## src/rtl/digital_clock_hms_pkg.sv

```systemverilog
// Shared constants and BCD helpers for the HMS real-time clock.
package digital_clock_pkg;

    localparam logic [3:0] MAX_HR_TENS = 4'd2;
    localparam logic [7:0] MAX_HR      = 8'h23;
    localparam logic [3:0] MAX_MS_TENS = 4'd5;
    localparam logic [7:0] MAX_MS      = 8'h59;

    // True when hr/min/sec form a legal 24-hour BCD time.
    function automatic logic bcd_time_valid(input logic [7:0] hr,
                                            input logic [7:0] min,
                                            input logic [7:0] sec);
        return (hr[3:0]  <= 4'd9) && (min[3:0] <= 4'd9) && (sec[3:0] <= 4'd9) &&
               (hr[7:4]  <= MAX_HR_TENS) && (hr <= MAX_HR) &&
               (min[7:4] <= MAX_MS_TENS) && (sec[7:4] <= MAX_MS_TENS);
    endfunction

    // 24-hour BCD hour to {pm, 12-hour BCD hour}; 00 shows as 12.
    function automatic logic [8:0] to_12h(input logic [7:0] hr);
        logic [4:0] bin;
        logic [4:0] h;
        logic [7:0] bcd;
        bin = 5'(hr[7:4]) * 5'd10 + 5'(hr[3:0]);
        if (bin == 5'd0)       h = 5'd12;
        else if (bin > 5'd12)  h = bin - 5'd12;
        else                   h = bin;
        bcd = (h >= 5'd10) ? {4'd1, 4'(h - 5'd10)} : {4'd0, h[3:0]};
        return {(bin >= 5'd12), bcd};
    endfunction

endpackage

```

## src/rtl/digital_clock_hms_if.sv

```systemverilog
// Control, load and display signals of the HMS clock.
interface digital_clock_hms_if;
    logic       run;
    logic       mode_12h;
    logic       load;
    logic [7:0] load_hr;
    logic [7:0] load_min;
    logic [7:0] load_sec;
    logic       alarm_set;
    logic [7:0] alarm_hr;
    logic [7:0] alarm_min;
    logic       alarm_en;
    logic [7:0] time_hr;
    logic [7:0] time_min;
    logic [7:0] time_sec;
    logic       pm;
    logic       tick;
    logic       alarm;
    logic       load_err;

    modport master (
        output run, mode_12h, load, load_hr, load_min, load_sec,
               alarm_set, alarm_hr, alarm_min, alarm_en,
        input  time_hr, time_min, time_sec, pm, tick, alarm, load_err
    );

    modport slave (
        input  run, mode_12h, load, load_hr, load_min, load_sec,
               alarm_set, alarm_hr, alarm_min, alarm_en,
        output time_hr, time_min, time_sec, pm, tick, alarm, load_err
    );
endinterface

```

## src/rtl/digital_clock_hms_bcd_mod_counter.sv

```systemverilog
// Two-digit BCD counter wrapping at MAX (e.g. 59 or 23), with load and carry.
module bcd_mod_counter
    import digital_clock_pkg::*;
#(
    parameter logic [7:0] MAX = MAX_MS
) (
    input  logic       clock,
    input  logic       reset,
    input  logic       inc,
    input  logic       clr,
    input  logic       ld,
    input  logic [7:0] ld_val,
    output logic [7:0] value,
    output logic       carry_out
);

    assign carry_out = inc && (value == MAX);

    // Clear beats load beats increment; units 9 rolls into tens.
    always_ff @(posedge clock or negedge reset) begin
        if (!reset)                value <= 8'h00;
        else if (clr)              value <= 8'h00;
        else if (ld)               value <= ld_val;
        else if (inc) begin
            if (value == MAX)            value <= 8'h00;
            else if (value[3:0] == 4'd9) value <= {value[7:4] + 4'd1, 4'd0};
            else                         value <= {value[7:4], value[3:0] + 4'd1};
        end
    end

endmodule

```

## src/rtl/digital_clock_hms.sv

```systemverilog
// BCD hh:mm:ss clock with tick divider, validated load, 12/24h display, alarm.
module digital_clock_hms
    import digital_clock_pkg::*;
#(
    parameter int TICK_DIV     = 1,
    parameter bit ALARM_ENABLE = 1'b1
) (
    input  logic clock,
    input  logic reset,
    digital_clock_hms_if.slave bus
);

    localparam int DW = (TICK_DIV > 1) ? $clog2(TICK_DIV) : 1;
    localparam logic [DW-1:0] DIV_LAST = DW'(TICK_DIV - 1);

    logic [DW-1:0] div;
    logic [7:0]    hr, min, sec;
    logic          load_valid, load_ok, load_bad;
    logic          wrap, step;
    logic          sec_co, min_co, hr_carry_unused;
    logic          tick_q, err_q;
    logic          alarm_hit, alarm_bad;
    logic [8:0]    disp12;

    assign load_valid = bcd_time_valid(bus.load_hr, bus.load_min, bus.load_sec);
    assign load_ok    = bus.load && load_valid;
    assign load_bad   = bus.load && !load_valid;
    assign wrap       = bus.run && (div == DIV_LAST);
    // An accepted load swallows a coincident advance.
    assign step       = wrap && !load_ok;

    // Divider: restarts on accepted load, holds while frozen.
    always_ff @(posedge clock or negedge reset) begin
        if (!reset)       div <= '0;
        else if (load_ok) div <= '0;
        else if (bus.run) div <= wrap ? '0 : div + DW'(1);
    end

    bcd_mod_counter #(.MAX(MAX_MS)) u_sec (
        .clock(clock), .reset(reset), .inc(step), .clr(1'b0),
        .ld(load_ok), .ld_val(bus.load_sec), .value(sec), .carry_out(sec_co)
    );

    bcd_mod_counter #(.MAX(MAX_MS)) u_min (
        .clock(clock), .reset(reset), .inc(sec_co), .clr(1'b0),
        .ld(load_ok), .ld_val(bus.load_min), .value(min), .carry_out(min_co)
    );

    bcd_mod_counter #(.MAX(MAX_HR)) u_hr (
        .clock(clock), .reset(reset), .inc(min_co), .clr(1'b0),
        .ld(load_ok), .ld_val(bus.load_hr), .value(hr), .carry_out(hr_carry_unused)
    );

    // One-cycle status pulses aligned with the updated time.
    always_ff @(posedge clock or negedge reset) begin
        if (!reset) begin
            tick_q <= 1'b0;
            err_q  <= 1'b0;
        end else begin
            tick_q <= step;
            err_q  <= load_bad || alarm_bad;
        end
    end

    generate
        if (ALARM_ENABLE) begin : g_alarm
            logic [7:0] al_hr, al_min;
            logic       set_valid;

            assign set_valid = bcd_time_valid(bus.alarm_hr, bus.alarm_min, 8'h00);
            assign alarm_bad = bus.alarm_set && !set_valid;
            // tick_q means the state just advanced, so loads and freezes never fire.
            assign alarm_hit = tick_q && bus.alarm_en && (sec == 8'h00) &&
                               (min == al_min) && (hr == al_hr);

            // Alarm target capture, rejected sets leave it untouched.
            always_ff @(posedge clock or negedge reset) begin
                if (!reset) begin
                    al_hr  <= 8'h00;
                    al_min <= 8'h00;
                end else if (bus.alarm_set && set_valid) begin
                    al_hr  <= bus.alarm_hr;
                    al_min <= bus.alarm_min;
                end
            end
        end else begin : g_no_alarm
            assign alarm_bad = 1'b0;
            assign alarm_hit = 1'b0;
        end
    endgenerate

    assign disp12       = to_12h(hr);
    assign bus.time_hr  = bus.mode_12h ? disp12[7:0] : hr;
    assign bus.time_min = min;
    assign bus.time_sec = sec;
    assign bus.pm       = disp12[8];
    assign bus.tick     = tick_q;
    assign bus.alarm    = alarm_hit;
    assign bus.load_err = err_q;

endmodule

```

## src/flat_wrapper.sv

```systemverilog
// flat-port wrapper written by rule: the top's interface ports become plain ports
module digital_clock_hms_flat import digital_clock_pkg::*;
#(
    parameter int TICK_DIV     = 1,
    parameter bit ALARM_ENABLE = 1'b1
)
  (clock, reset, bus_run, bus_mode_12h, bus_load, bus_load_hr, bus_load_min, bus_load_sec, bus_alarm_set, bus_alarm_hr, bus_alarm_min, bus_alarm_en, bus_time_hr, bus_time_min, bus_time_sec, bus_pm, bus_tick, bus_alarm, bus_load_err);
  digital_clock_hms_if bus_i ();
  input  logic clock;
  input  logic reset;
  input wire logic [$bits(bus_i.run)-1:0] bus_run;
  input wire logic [$bits(bus_i.mode_12h)-1:0] bus_mode_12h;
  input wire logic [$bits(bus_i.load)-1:0] bus_load;
  input wire logic [$bits(bus_i.load_hr)-1:0] bus_load_hr;
  input wire logic [$bits(bus_i.load_min)-1:0] bus_load_min;
  input wire logic [$bits(bus_i.load_sec)-1:0] bus_load_sec;
  input wire logic [$bits(bus_i.alarm_set)-1:0] bus_alarm_set;
  input wire logic [$bits(bus_i.alarm_hr)-1:0] bus_alarm_hr;
  input wire logic [$bits(bus_i.alarm_min)-1:0] bus_alarm_min;
  input wire logic [$bits(bus_i.alarm_en)-1:0] bus_alarm_en;
  output wire logic [$bits(bus_i.time_hr)-1:0] bus_time_hr;
  output wire logic [$bits(bus_i.time_min)-1:0] bus_time_min;
  output wire logic [$bits(bus_i.time_sec)-1:0] bus_time_sec;
  output wire logic [$bits(bus_i.pm)-1:0] bus_pm;
  output wire logic [$bits(bus_i.tick)-1:0] bus_tick;
  output wire logic [$bits(bus_i.alarm)-1:0] bus_alarm;
  output wire logic [$bits(bus_i.load_err)-1:0] bus_load_err;
  assign bus_i.run = bus_run;
  assign bus_i.mode_12h = bus_mode_12h;
  assign bus_i.load = bus_load;
  assign bus_i.load_hr = bus_load_hr;
  assign bus_i.load_min = bus_load_min;
  assign bus_i.load_sec = bus_load_sec;
  assign bus_i.alarm_set = bus_alarm_set;
  assign bus_i.alarm_hr = bus_alarm_hr;
  assign bus_i.alarm_min = bus_alarm_min;
  assign bus_i.alarm_en = bus_alarm_en;
  assign bus_time_hr = bus_i.time_hr;
  assign bus_time_min = bus_i.time_min;
  assign bus_time_sec = bus_i.time_sec;
  assign bus_pm = bus_i.pm;
  assign bus_tick = bus_i.tick;
  assign bus_alarm = bus_i.alarm;
  assign bus_load_err = bus_i.load_err;
  digital_clock_hms #(.TICK_DIV(TICK_DIV), .ALARM_ENABLE(ALARM_ENABLE)) u_core (.clock(clock), .reset(reset), .bus(bus_i));
endmodule
```

## config.mk

```make
export PLATFORM = sky130hd
export DESIGN_NAME = digital_clock_hms_flat
export DESIGN_NICKNAME = d
export VERILOG_FILES = /design/src/rtl/digital_clock_hms_pkg.sv /design/src/rtl/digital_clock_hms_if.sv /design/src/rtl/digital_clock_hms_bcd_mod_counter.sv /design/src/rtl/digital_clock_hms.sv /design/src/flat_wrapper.sv
export SDC_FILE = /design/constraint.sdc
export NUM_CORES = 1
export LEC_CHECK = 0
export ABC_AREA = 1
export BUFFER_PORTS_ARGS = -buffer_cell sky130_fd_sc_hd__buf_4
export CELL_PAD_IN_SITES_DETAIL_PLACEMENT = 1
export CELL_PAD_IN_SITES_GLOBAL_PLACEMENT = 1
export CORE_MARGIN = 2
export CORE_UTILIZATION = 31
export DETAILED_ROUTE_END_ITERATION = 8
export GPL_ROUTABILITY_DRIVEN = 1
export PLACE_DENSITY_LB_ADDON = 0.15
export SYNTH_ARGS = -nofsm -noshare
export SYNTH_HDL_FRONTEND = slang
export SYNTH_SLANG_ARGS = --single-unit
```

## constraint.sdc

```tcl
create_clock -name clock -period 4.3 [get_ports clock]
set_clock_uncertainty 0.1 [all_clocks]
set_input_delay 0.86 -clock clock [delete_from_list [all_inputs] [get_ports clock]]
set_output_delay 0.86 -clock clock [all_outputs]
set_load 0.01 [all_outputs]
```

## Word-level counts from Yosys, hierarchy flattened

Cells that the tools add are included.

- Register bits: 43
- Output and inout port bits: 28
- Input bits: 47

- Reductions and logical operators: 38
- Bitwise logic cells: 1
- Equal/unequal tests: 8
- Multipliers: 1
- Muxes and demuxes: 19
- $add $sub $neg: 10
- $lt $le $gt $ge: 15

Operator list:

| kind | number |
|---|---|
| 2-to-1 mux 8 bit | 13 |
| adder 4 x 1 -> 4 bit, second input constant | 6 |
| logical AND 1 bit | 22 |
| less-or-equal comparator 4 bit, second input constant | 5 |
| equality test 8 x 7 -> 1 bit, second input constant | 2 |
| equality test 8 bit | 2 |
| less-or-equal comparator 8 x 6 -> 1 bit, second input constant | 2 |
| 2-to-1 mux 5 bit | 3 |
| equality test 4 bit, second input constant | 3 |
| less-or-equal comparator 4 x 3 -> 1 bit, second input constant | 3 |
| >= comparator 5 x 4 -> 1 bit, second input constant | 2 |
| nonzero test 3 bit | 3 |
| equality test 8 x 6 -> 1 bit, second input constant | 1 |
| less-or-equal comparator 4 x 2 -> 1 bit, second input constant | 2 |
| logical NOT 8 bit | 1 |
| nonzero test 2 bit | 4 |
| AND reduction 2 bit | 3 |
| adder 5 x 4 -> 5 bit | 1 |
| > comparator 5 x 4 -> 1 bit, second input constant | 1 |
| logical NOT 5 bit | 1 |
| subtractor 5 x 4 -> 5 bit, second input constant | 1 |
| multiplier 4 x 3 -> 4 bit, second input constant | 1 |
| subtractor 4 bit, second input constant | 1 |
| logical NOT 1 bit | 3 |
| other kinds (4) | 6 |

## Logic depth before layout (Yosys ltp)

Gate-level depths: netlist of run 1.

- Depth after elaboration: 14
- Gate-level depth with buffers: 18
- Mapped depth without buffers: 18

## Modules after synthesis

From an unflattened synthesis of run 1, not the netlist that was laid out.

- Cells, all modules: 490
- Area total of the unflattened synthesis: 3444.6 µm²

By module, submodules not included:

| module | sequential area each (µm²) | cells an instance | area each (µm²) | instances |
|---|---|---|---|---|
| digital_clock_hms | 475.5 | 207 | 1564.0 | 1 |
| bcd_mod_counter (u_core.u_min ...) | 200.2 | 93 | 630.6 | 2 |
| bcd_mod_counter (u_core.u_hr) | 200.2 | 97 | 619.3 | 1 |

## Worst setup path before layout of run 1

Ideal clock, no wire load.

- Path type: reg-to-output
- From: register u_core.u_hr.value[1]
- To: output port bus_time_hr[1]
- Path buffers: 0
- Path slack: 0.654 ns
- Arrival: 2.686 ns
- Cell stages (with the launch flop): 17
- Path through: dfrtp_1 -> ha_1 -> fa_1 -> xnor2_2 -> clkinv_1 -> ha_1 -> inv_1 -> nor3_1 -> o211ai_1 -> nand2_2 -> inv_1 -> ha_1 -> inv_1 -> nand2_2 -> nand3_2 -> nand2_2 -> o21ai_1

- Word-level cells in the longest chain between the ends: 7

Ends and longest elaborated chain:

| item | RTL line | source |
|---|---|---|
| start, declared | digital_clock_hms_bcd_mod_counter.sv:13 | `output logic [7:0] value,` |
| start signal, assigned | digital_clock_hms_bcd_mod_counter.sv:23 | `else if (ld) value <= ld_val;` |
| start signal, assigned | digital_clock_hms_bcd_mod_counter.sv:26 | `else if (value[3:0] == 4'd9) value <= {value[7:4] + 4'd1, 4'd0};` |
| start signal, assigned | digital_clock_hms_bcd_mod_counter.sv:27 | `else value <= {value[7:4], value[3:0] + 4'd1};` |
| adder 5 x 4 -> 5 bit | digital_clock_hms_pkg.sv:23 | `bin = 5'(hr[7:4]) * 5'd10 + 5'(hr[3:0]);` |
| subtractor 5 x 4 -> 5 bit or > comparator 5 x 4 -> 1 bit (tied branches) | digital_clock_hms_pkg.sv:25 | `else if (bin > 5'd12) h = bin - 5'd12;` |
| 2-to-1 mux 5 bit | digital_clock_hms_pkg.sv:25 |  |
| 2-to-1 mux 5 bit | digital_clock_hms_pkg.sv:24 | `if (bin == 5'd0) h = 5'd12;` |
| subtractor 4 bit or >= comparator 5 x 4 -> 1 bit (tied branches) | digital_clock_hms_pkg.sv:27 | `bcd = (h >= 5'd10) ? {4'd1, 4'(h - 5'd10)} : {4'd0, h[3:0]};` |
| 2-to-1 mux 5 bit | digital_clock_hms_pkg.sv:27 |  |
| 2-to-1 mux 8 bit * | digital_clock_hms.sv:93 | `assign bus.time_hr = bus.mode_12h ? disp12[7:0] : hr;` |
| end, declared | flat_wrapper.sv:21 | `output wire logic [$bits(bus_i.time_hr)-1:0] bus_time_hr;` |

Mark *: on every way between the ends. The rest lies on a longest branch, timed or not.

## Worst setup path after layout of run 1

Ends and elaborated chain as after synthesis.

==> results of run 1 <==
-- layout by cell type, fill, tap and decap left out, drive strengths merged, types with 10 or more instances in the layout --
master and count:
o211ai 10, nand2 84, nand3 30, o21ai 37, inv 57, buf 77
nor2 28, ha 19, dfrtp 43, xor2 13
-- cells by family after synthesis --
logic type               Yosys count  synth area share (%)
multiplexers                       6                 2.174
flip-flops                        43                 34.62
AND/OR/NAND/NOR                  160                 24.92
XOR/XNOR                          18                 5.314
buffers and inverters             67                 8.696
AO/OA/AOI/OAI                     78                 15.98
adder cells (fa/ha/maj)           20                 8.293
-- worst max-delay path: stages, from the launching register on --
cell and delay (ps):
dfrtp_2 450, ha_2 220, fa_2 360, xnor2_2 200
inv_2 80, ha_1 230, inv_2 80, nor3_4 50
o211ai_1 250, nand2_2 110, inv_1 70, ha_1 160
inv_1 50, nand2_2 80, nand3_2 90, nand2_2 100
nand2_1 50, o21ai_1 70, buf_4 130
-- per-layer routing --
| metal | wire (µm) | global-route usage [%] | share of wire, % | vias up |
|---|---|---|---|---|
| met3 | 217 | 2.256 | 2.4 | 7 |
| met5 | 0 | 0 | 0 | - |
| met1 | 4104 | 22.56 | 45 | 1417 |
| met2 | 4758 | 31.44 | 52 | 40 |
| met4 | 79 | 3.958 | 0.86 | 0 |
| li1 | - | - | - | 1453 |
-- sequential cells by signal (all words and copies together) (netlist names) --
| name | cells |
|---|---|
| u_core.u_hr.value | 8 |
| u_core.u_min.value | 8 |
| u_core.u_sec.value | 8 |
| u_core.div | 1 |
| u_core.bus.load_err | 1 |
| u_core.g_alarm.al_min | 8 |
| u_core.g_alarm.al_hr | 8 |
| u_core.bus.tick | 1 |
-- layout make-up --
cell class	count	area (µm²)
Multi-Input combinational cell	282	1803
Tap cell	133	166.4
Clock buffer	5	68.82
Sequential cell	43	1080
Clock inverter	3	43.79
Fill cell	1220	5818
Timing Repair Buffer	77	578.1
Inverter	57	216.5
-- repair_timing --
action / 4_1_cts / 5_1_grt
gates resized for setup: 2 / 10
buffers inserted: 1 / 2
pin swaps: 1 / 2
endpoints found under the setup margin: 3 / 4
-- power by group through the flow --
| stage | Combinational (mW) | Clock, mW | Sequential (mW) |
|---|---|---|---|
| floorplan | 0.251 | 0 | 0.559 |
| global placement | 0.431 | 0 | 0.570 |
| detailed placement | 0.445 | 0 | 0.570 |
| CTS | 0.449 | 0.336 | 0.564 |
| global route | 0.505 | 0.354 | 0.580 |
| finish | 0.446 | 0.329 | 0.562 |
-- worst paths after layout --
path | startpoint | endpoint | slack, ps | depth (start not counted)
worst min register to register | u_core.div$_DFFE_PN0P_ | u_core.div$_DFFE_PN0P_ | 410 | 2
worst max register to register | u_core.u_sec.value[1]$_DFFE_PN0P_ | u_core.u_hr.value[5]$_DFFE_PN0P_ | 2240 | 11
max in group asynchronous | reset | u_core.u_hr.value[6]$_DFFE_PN0P_ | 3210 | 1
worst min-delay path | u_core.div$_DFFE_PN0P_ | u_core.div$_DFFE_PN0P_ | 410 | 2
min in group asynchronous | reset | u_core.u_min.value[0]$_DFFE_PN0P_ | 440 | 1
worst max-delay path | u_core.u_hr.value[1]$_DFFE_PN0P_ | bus_time_hr[1] | 210 | 18
-- stage by stage --
| step | instances | util, % |
|---|---|---|
| 4_1_cts | 598 | 39.93 |
| 6_report | 600 | 40.48 |
| 5_1_grt | 600 | 40.48 |
| 3_5_place_dp | 589 | 38.63 |
| 3_3_place_gp | 589 | 38.63 |
| 2_1_floorplan | 392 | - |
==> reports/qor.csv, run 1 <==
stage,metric,value,unit
status,status,completed,
finish,post-route cell area,0.003956,mm²
power_and_ir_drop,Clock power frac,24.6,%
timing,Hold WS,406.5,ps
logic_synthesis,Synth Cell Area,0.003108,mm²
detailed_routing,DRC viols,0,
clock_tree,Inserted Clock Buffers,5,
finish,# diodes,0,
placed_design,Port Buffer Count,74,
critical_path,startpoint class of the critical path,register,
power_and_ir_drop,Leak Pwr,1.970,nW
logic_synthesis,"Seq/Total Area, Yosys",34.62,%
timing,setup TNS,0,ps
timing,achievable frequency,0.2444,GHz
clock_tree,"Clk pin slew, worst setup/hold paths",100,ps
logic_synthesis,most area-consuming cells after synthesis,"dfrtp_1, nand2_1, ha_1",
floorplan,Die X,104.1,µm
power_and_ir_drop,internal power,0.8624,mW
clock_tree,H-tree depth,2,
timing,final setup fails,0,
critical_path,Worst Path Arrival,3130,ps
clock_tree,CTS tree,yes,
timing,shortest period the worst path allows,4091,ps
critical_path,Critical Path Fanout Max,5,
placed_design,hpwl dp,7318,µm
timing,relative slew slack,51.90,%
logic_synthesis,#FFs+latches synth,43,
finish,share of layout cells above drive strength 1,29.76,%
logic_synthesis,most common cell in the netlist,nand2_1,
floorplan,I/O Pins,75,
run,total of max-cap violations,0,
floorplan,die span in y,104.1,µm
logic_synthesis,ys async rst share,100.0,%
floorplan,die area,0.01084,mm²
timing,worst slew pin tran,719.8,ps
detailed_routing,vias,2917,
hold_path,Hold/Removal Path Class,reg -> reg,
floorplan,core footprint,0.009774,mm²
global_route,first-pass GRT wire length,15470,µm
logic_synthesis,yosys warns,0,
critical_path,critical path class,reg -> out,
placed_design,dpl ws,295.4,ps
power_and_ir_drop,Final Power,1.337,mW
global_route,Overall Global Routing Usage,17.58,%
power_and_ir_drop,pwr/cell area,337.9,mW/mm²
logic_synthesis,Avg Inst Size Synth,7.929,µm²
critical_path,required time worst endpoint,3340,ps
logic_synthesis,dominant cell type by area after synthesis,dfrtp_1,
timing,setup ws final,208.5,ps
clock_tree,Clock Sinks,43,
global_route,vias in the first global route,3137,
power_and_ir_drop,switching portion of total power,35.49,%
logic_synthesis,Post-Syn Instances,392,
critical_path,CP Capture Type,output pin,
finish,Layout area overhead,27.29,%
clock_tree,Worst-Skew Late Latency,300,ps
floorplan,Rows,36,
clock_tree,clk buf depth,2,
clock_tree,Post-CTS Hold Buffers,0,
global_route,antenna violations before repair,0,
power_and_ir_drop,Worst VDD drop,0.1299,mV
detailed_routing,DR iter-0 viols,74,
clock_tree,Root Driver,clkbuf_8,
logic_synthesis,Post-synth EDFFs,0,
floorplan,initial core utilization,31.80,%
logic_synthesis,Synth Net Count,459,
detailed_routing,drt wl/cell,15.27,µm
power_and_ir_drop,Comb pwr share,33.4,%
timing,max-slew violation count,0,
logic_synthesis,Post-synth top flop,dfrtp_1,
finish,layout net count,533,
detailed_routing,first drt pass iteration count,4,
logic_synthesis,post-synth cell types,47,
logic_synthesis,top cell type's share of synthesized area,34.62,%
logic_synthesis,Synth top cells by count,"nand2_1, inv_1, dfrtp_1, nor2_1",
global_route,largest net degree at the start of global routing,44,
timing,period utilization,95.15,%
detailed_routing,Routed WL,9160,µm
timing,final hold violation count,0,
power_and_ir_drop,Flop pwr share,42.0,%
placed_design,Final GP Congestion,0.7671,
global_route,Overflow after GRT,0,
placed_design,Placed Instance Area,0.003776,mm²
detailed_routing,"antenna viol nets, final",0,
power_and_ir_drop,NetSw,0.4743,mW
detailed_routing,vias per inst,4.862,
No activity file was read; power rests on OpenSTA's default activity.
==> run 2, diff against run 1 <==
--- a/config.mk
+++ b/config.mk
@@ -13,7 +13,7 @@
 export CORE_UTILIZATION = 31
 export DETAILED_ROUTE_END_ITERATION = 8
 export GPL_ROUTABILITY_DRIVEN = 1
-export PLACE_DENSITY_LB_ADDON = 0.15
+export PLACE_DENSITY = 0.63
 export SYNTH_ARGS = -nofsm -noshare
 export SYNTH_HDL_FRONTEND = slang
 export SYNTH_SLANG_ARGS = --single-unit
==> run 2 against run 1 <==
  * Sequential power up 0.7%
  * Combinational power grew 1%
  * Core utilization is 0.22 points lower
  * Design area decreased by 0.54%
  * Setup slack improved by 30 ps
  * Die area is the same
  * Register-to-register slack hardly changed
  * Highest routed layer unchanged
==> reports/qor.csv, run 2 (synthesis gave the netlist of run 1 again) <==
stage,metric,value,unit,change
critical_path,R2R setup slack,2230,ps,about the same
clock_tree,Inserted Clock Buffers,5,,unchanged
critical_path,CP peak stage delay,480,ps,+30 ps
placed_design,hpwl dp,7139,µm,-2.5%
detailed_routing,drt wl/cell,15.09,µm,-1.2%
critical_path,crit path from,u_core.u_hr.value[4]$_DFFE_PN0P_,,
floorplan,Die X,104.1,µm,unchanged
finish,"non-filler cells, final",599,,-0.17%
placed_design,Final GP Congestion,0.7804,,+1.7%
finish,layout net count,532,,-0.19%
finish,sequential cell area,0.001079,mm²,-0.12%
timing,relative slew slack,51.79,%,-0.10 points
critical_path,critical-path cell list,ha_4 > fa_2 > xnor2_2 > inv_2 > ha_1 > inv_2 > nor3_4 > o211ai_1 > nand2_2 > inv_1 > ha_1 > inv_1 > nand2_2 > nand3_2 > nand2_2 > nand2_1 > o21ai_1 > buf_4,,
floorplan,die area,0.01084,mm²,unchanged
placed_design,Cells after DPL,589,,unchanged
critical_path,reg2reg start,u_core.u_sec.value[0]$_DFFE_PN0P_,,
timing,shortest period the worst path allows,4062,ps,-29.93 ps
timing,worst slew pin tran,721.4,ps,+1.552 ps
timing,max-slew violation count,0,,unchanged
critical_path,worst path bufs/invs,5,,unchanged
floorplan,initial core utilization,31.80,%,unchanged
clock_tree,clk buf depth,2,,unchanged
finish,Layout area overhead,26.61,%,
critical_path,Critical Path Stages,18,,unchanged
hold_path,min-delay src,u_core.g_alarm.al_min[7]$_DFFE_PN0P_,,
detailed_routing,vias per inst,4.868,,+0.13%
hold_path,hold path cells,2,,unchanged
detailed_routing,"antenna viol nets, final",0,,unchanged
finish,area used by multi-input combinational logic,0.001822,mm²,+1.0%
critical_path,Most Frequent Cell on Critical Path,nand2_2,,
clock_tree,Clock Sinks,43,,unchanged
detailed_routing,DRC viols,0,,unchanged
critical_path,startpoint class of the critical path,register,,
power_and_ir_drop,Worst VDD drop,0.1462,mV,+13%
critical_path,Critical Path Fanout Max,7,,+2
run,total of max-cap violations,0,,unchanged
detailed_routing,vias,2916,,-0.034%
timing,Hold WS,403.9,ps,-2.629 ps
global_route,vias in the first global route,3084,,-1.7%
timing,final hold violation count,0,,unchanged
critical_path,critical path class,reg -> out,,
hold_path,Hold/Removal Path Class,reg -> reg,,
finish,"most common cell after layout, fill and taps aside",buf_4,,
placed_design,Port Buffer Count,74,,unchanged
critical_path,Worst Path Arrival,3100,ps,-30 ps
global_route,antenna violations before repair,0,,unchanged
finish,most frequent cells in the layout,"buf_4, nand2_1, inv_1",,
critical_path,required time worst endpoint,3340,ps,about the same
clock_tree,Worst-Skew Late Latency,300,ps,about the same
clock_tree,Post-CTS Hold Buffers,0,,unchanged
finish,share of layout cells above drive strength 1,28.97,%,-0.79 points
timing,period utilization,94.45,%,-0.70 points
global_route,Overflow after GRT,0,,unchanged
critical_path,CP Capture Type,output pin,,
global_route,first-pass GRT wire length,15080,µm,-2.5%
critical_path,"Largest delay share family, worst path",adder cells,,
detailed_routing,first drt pass iteration count,4,,unchanged
clock_tree,Root Driver,clkbuf_8,,
detailed_routing,DR iter-0 viols,89,,+20%
finish,# diodes,0,,unchanged
critical_path,Crit-path slowest cell,dfrtp_2,,
global_route,Overall Global Routing Usage,17.11,%,-0.47 points
clock_tree,CTS tree,yes,,
timing,achievable frequency,0.2462,GHz,+0.74%
clock_tree,"Clk pin slew, worst setup/hold paths",80,ps,-20 ps
critical_path,cells on worst reg2reg path,10,,-1
floorplan,I/O Pins,75,,unchanged
power_and_ir_drop,Leak Pwr,1.964,nW,-0.30%
floorplan,die span in y,104.1,µm,unchanged
global_route,largest net degree at the start of global routing,44,,unchanged
finish,fill cell count,1215,,-0.41%
timing,setup TNS,0,ps,unchanged
clock_tree,H-tree depth,2,,unchanged
finish,"Core Util, Final",40.26,%,-0.22 points
detailed_routing,Routed WL,9038,µm,-1.3%
status,status,completed,,
floorplan,core footprint,0.009774,mm²,unchanged
power_and_ir_drop,pwr/cell area,322.6,mW/mm²,-4.5%
timing,final setup fails,0,,unchanged
power_and_ir_drop,Final Power,1.269,mW,-5.0%
floorplan,Rows,36,,unchanged
==> run 2: final timing paths <==
kind                                                        end
min in group asynchronous     u_core.u_sec.value[2]$_DFFE_PN0P_
max in group asynchronous      u_core.u_hr.value[4]$_DFFE_PN0P_
min reg2reg                u_core.g_alarm.al_min[7]$_DFFE_PN0P_
max reg2reg                    u_core.u_hr.value[7]$_DFFE_PN0P_
min                        u_core.g_alarm.al_min[7]$_DFFE_PN0P_
max                                              bus_time_hr[1]
==> run 2: per-layer routing <==
| metal | vias to the layer above | GRT usage, % | routed length, µm |
|---|---|---|---|
| met5 | - | 0 | 0 |
| met4 | 0 | 4.247 | 86 |
| met3 | 9 | 2.945 | 284 |
| met2 | 54 | 29.32 | 4421 |
| met1 | 1396 | 22.38 | 4245 |
| li1 | 1457 | - | - |
==> run 2: metrics by stage <==
stage | instance area, µm² | worst slack [ps]
after floorplan | 3108 | 653.9
after global placement | 3776 | 453.8
after detailed placement | 3776 | 278.9
after CTS | 3871 | 30.67
after global routing | 3935 | -0.6823
final | 3935 | 238.5
==> run 2: repair_timing <==
| action | CTS | global route |
|---|---|---|
| resized for setup | 2 | 11 |
| pin swaps | 1 | 2 |
| setup buffers | 1 | 1 |
| endpoints found under the setup margin | 3 | 4 |
==> run 2: worst register-to-register path, cell delays in order (launching register included) <==
cell,delay [ps]
dfrtp_1,490
ha_1,210
nand3_2,150
nor2_2,160
nand2_2,130
nor2_4,120
inv_2,80
o21ai_4,260
nand2_4,130
nand2_1,80
o21ai_1,60
==> run 2: layout make-up <==
| type | count | share of cell area [%] |
|---|---|---|
| multi-input cells | 282 | 46.30 |
| flip-flops and latches | 43 | 27.41 |
| repair buffers | 76 | 14.50 |
| inverters | 57 | 5.501 |
| well taps | 133 | 4.229 |
| clock buffers | 7 | 1.940 |
| clock inverters | 1 | 0.1272 |
==> run 2: report_power, final <==
group / switching (mW) / total (mW) / leakage [nW] / internal (mW)
Sequential: 0.0978 / 0.566 / 0.534 / 0.468
Combinational: 0.229 / 0.451 / 1.39 / 0.222
Clock: 0.138 / 0.252 / 0.0422 / 0.114
Total: 0.465 / 1.27 / 1.96 / 0.805
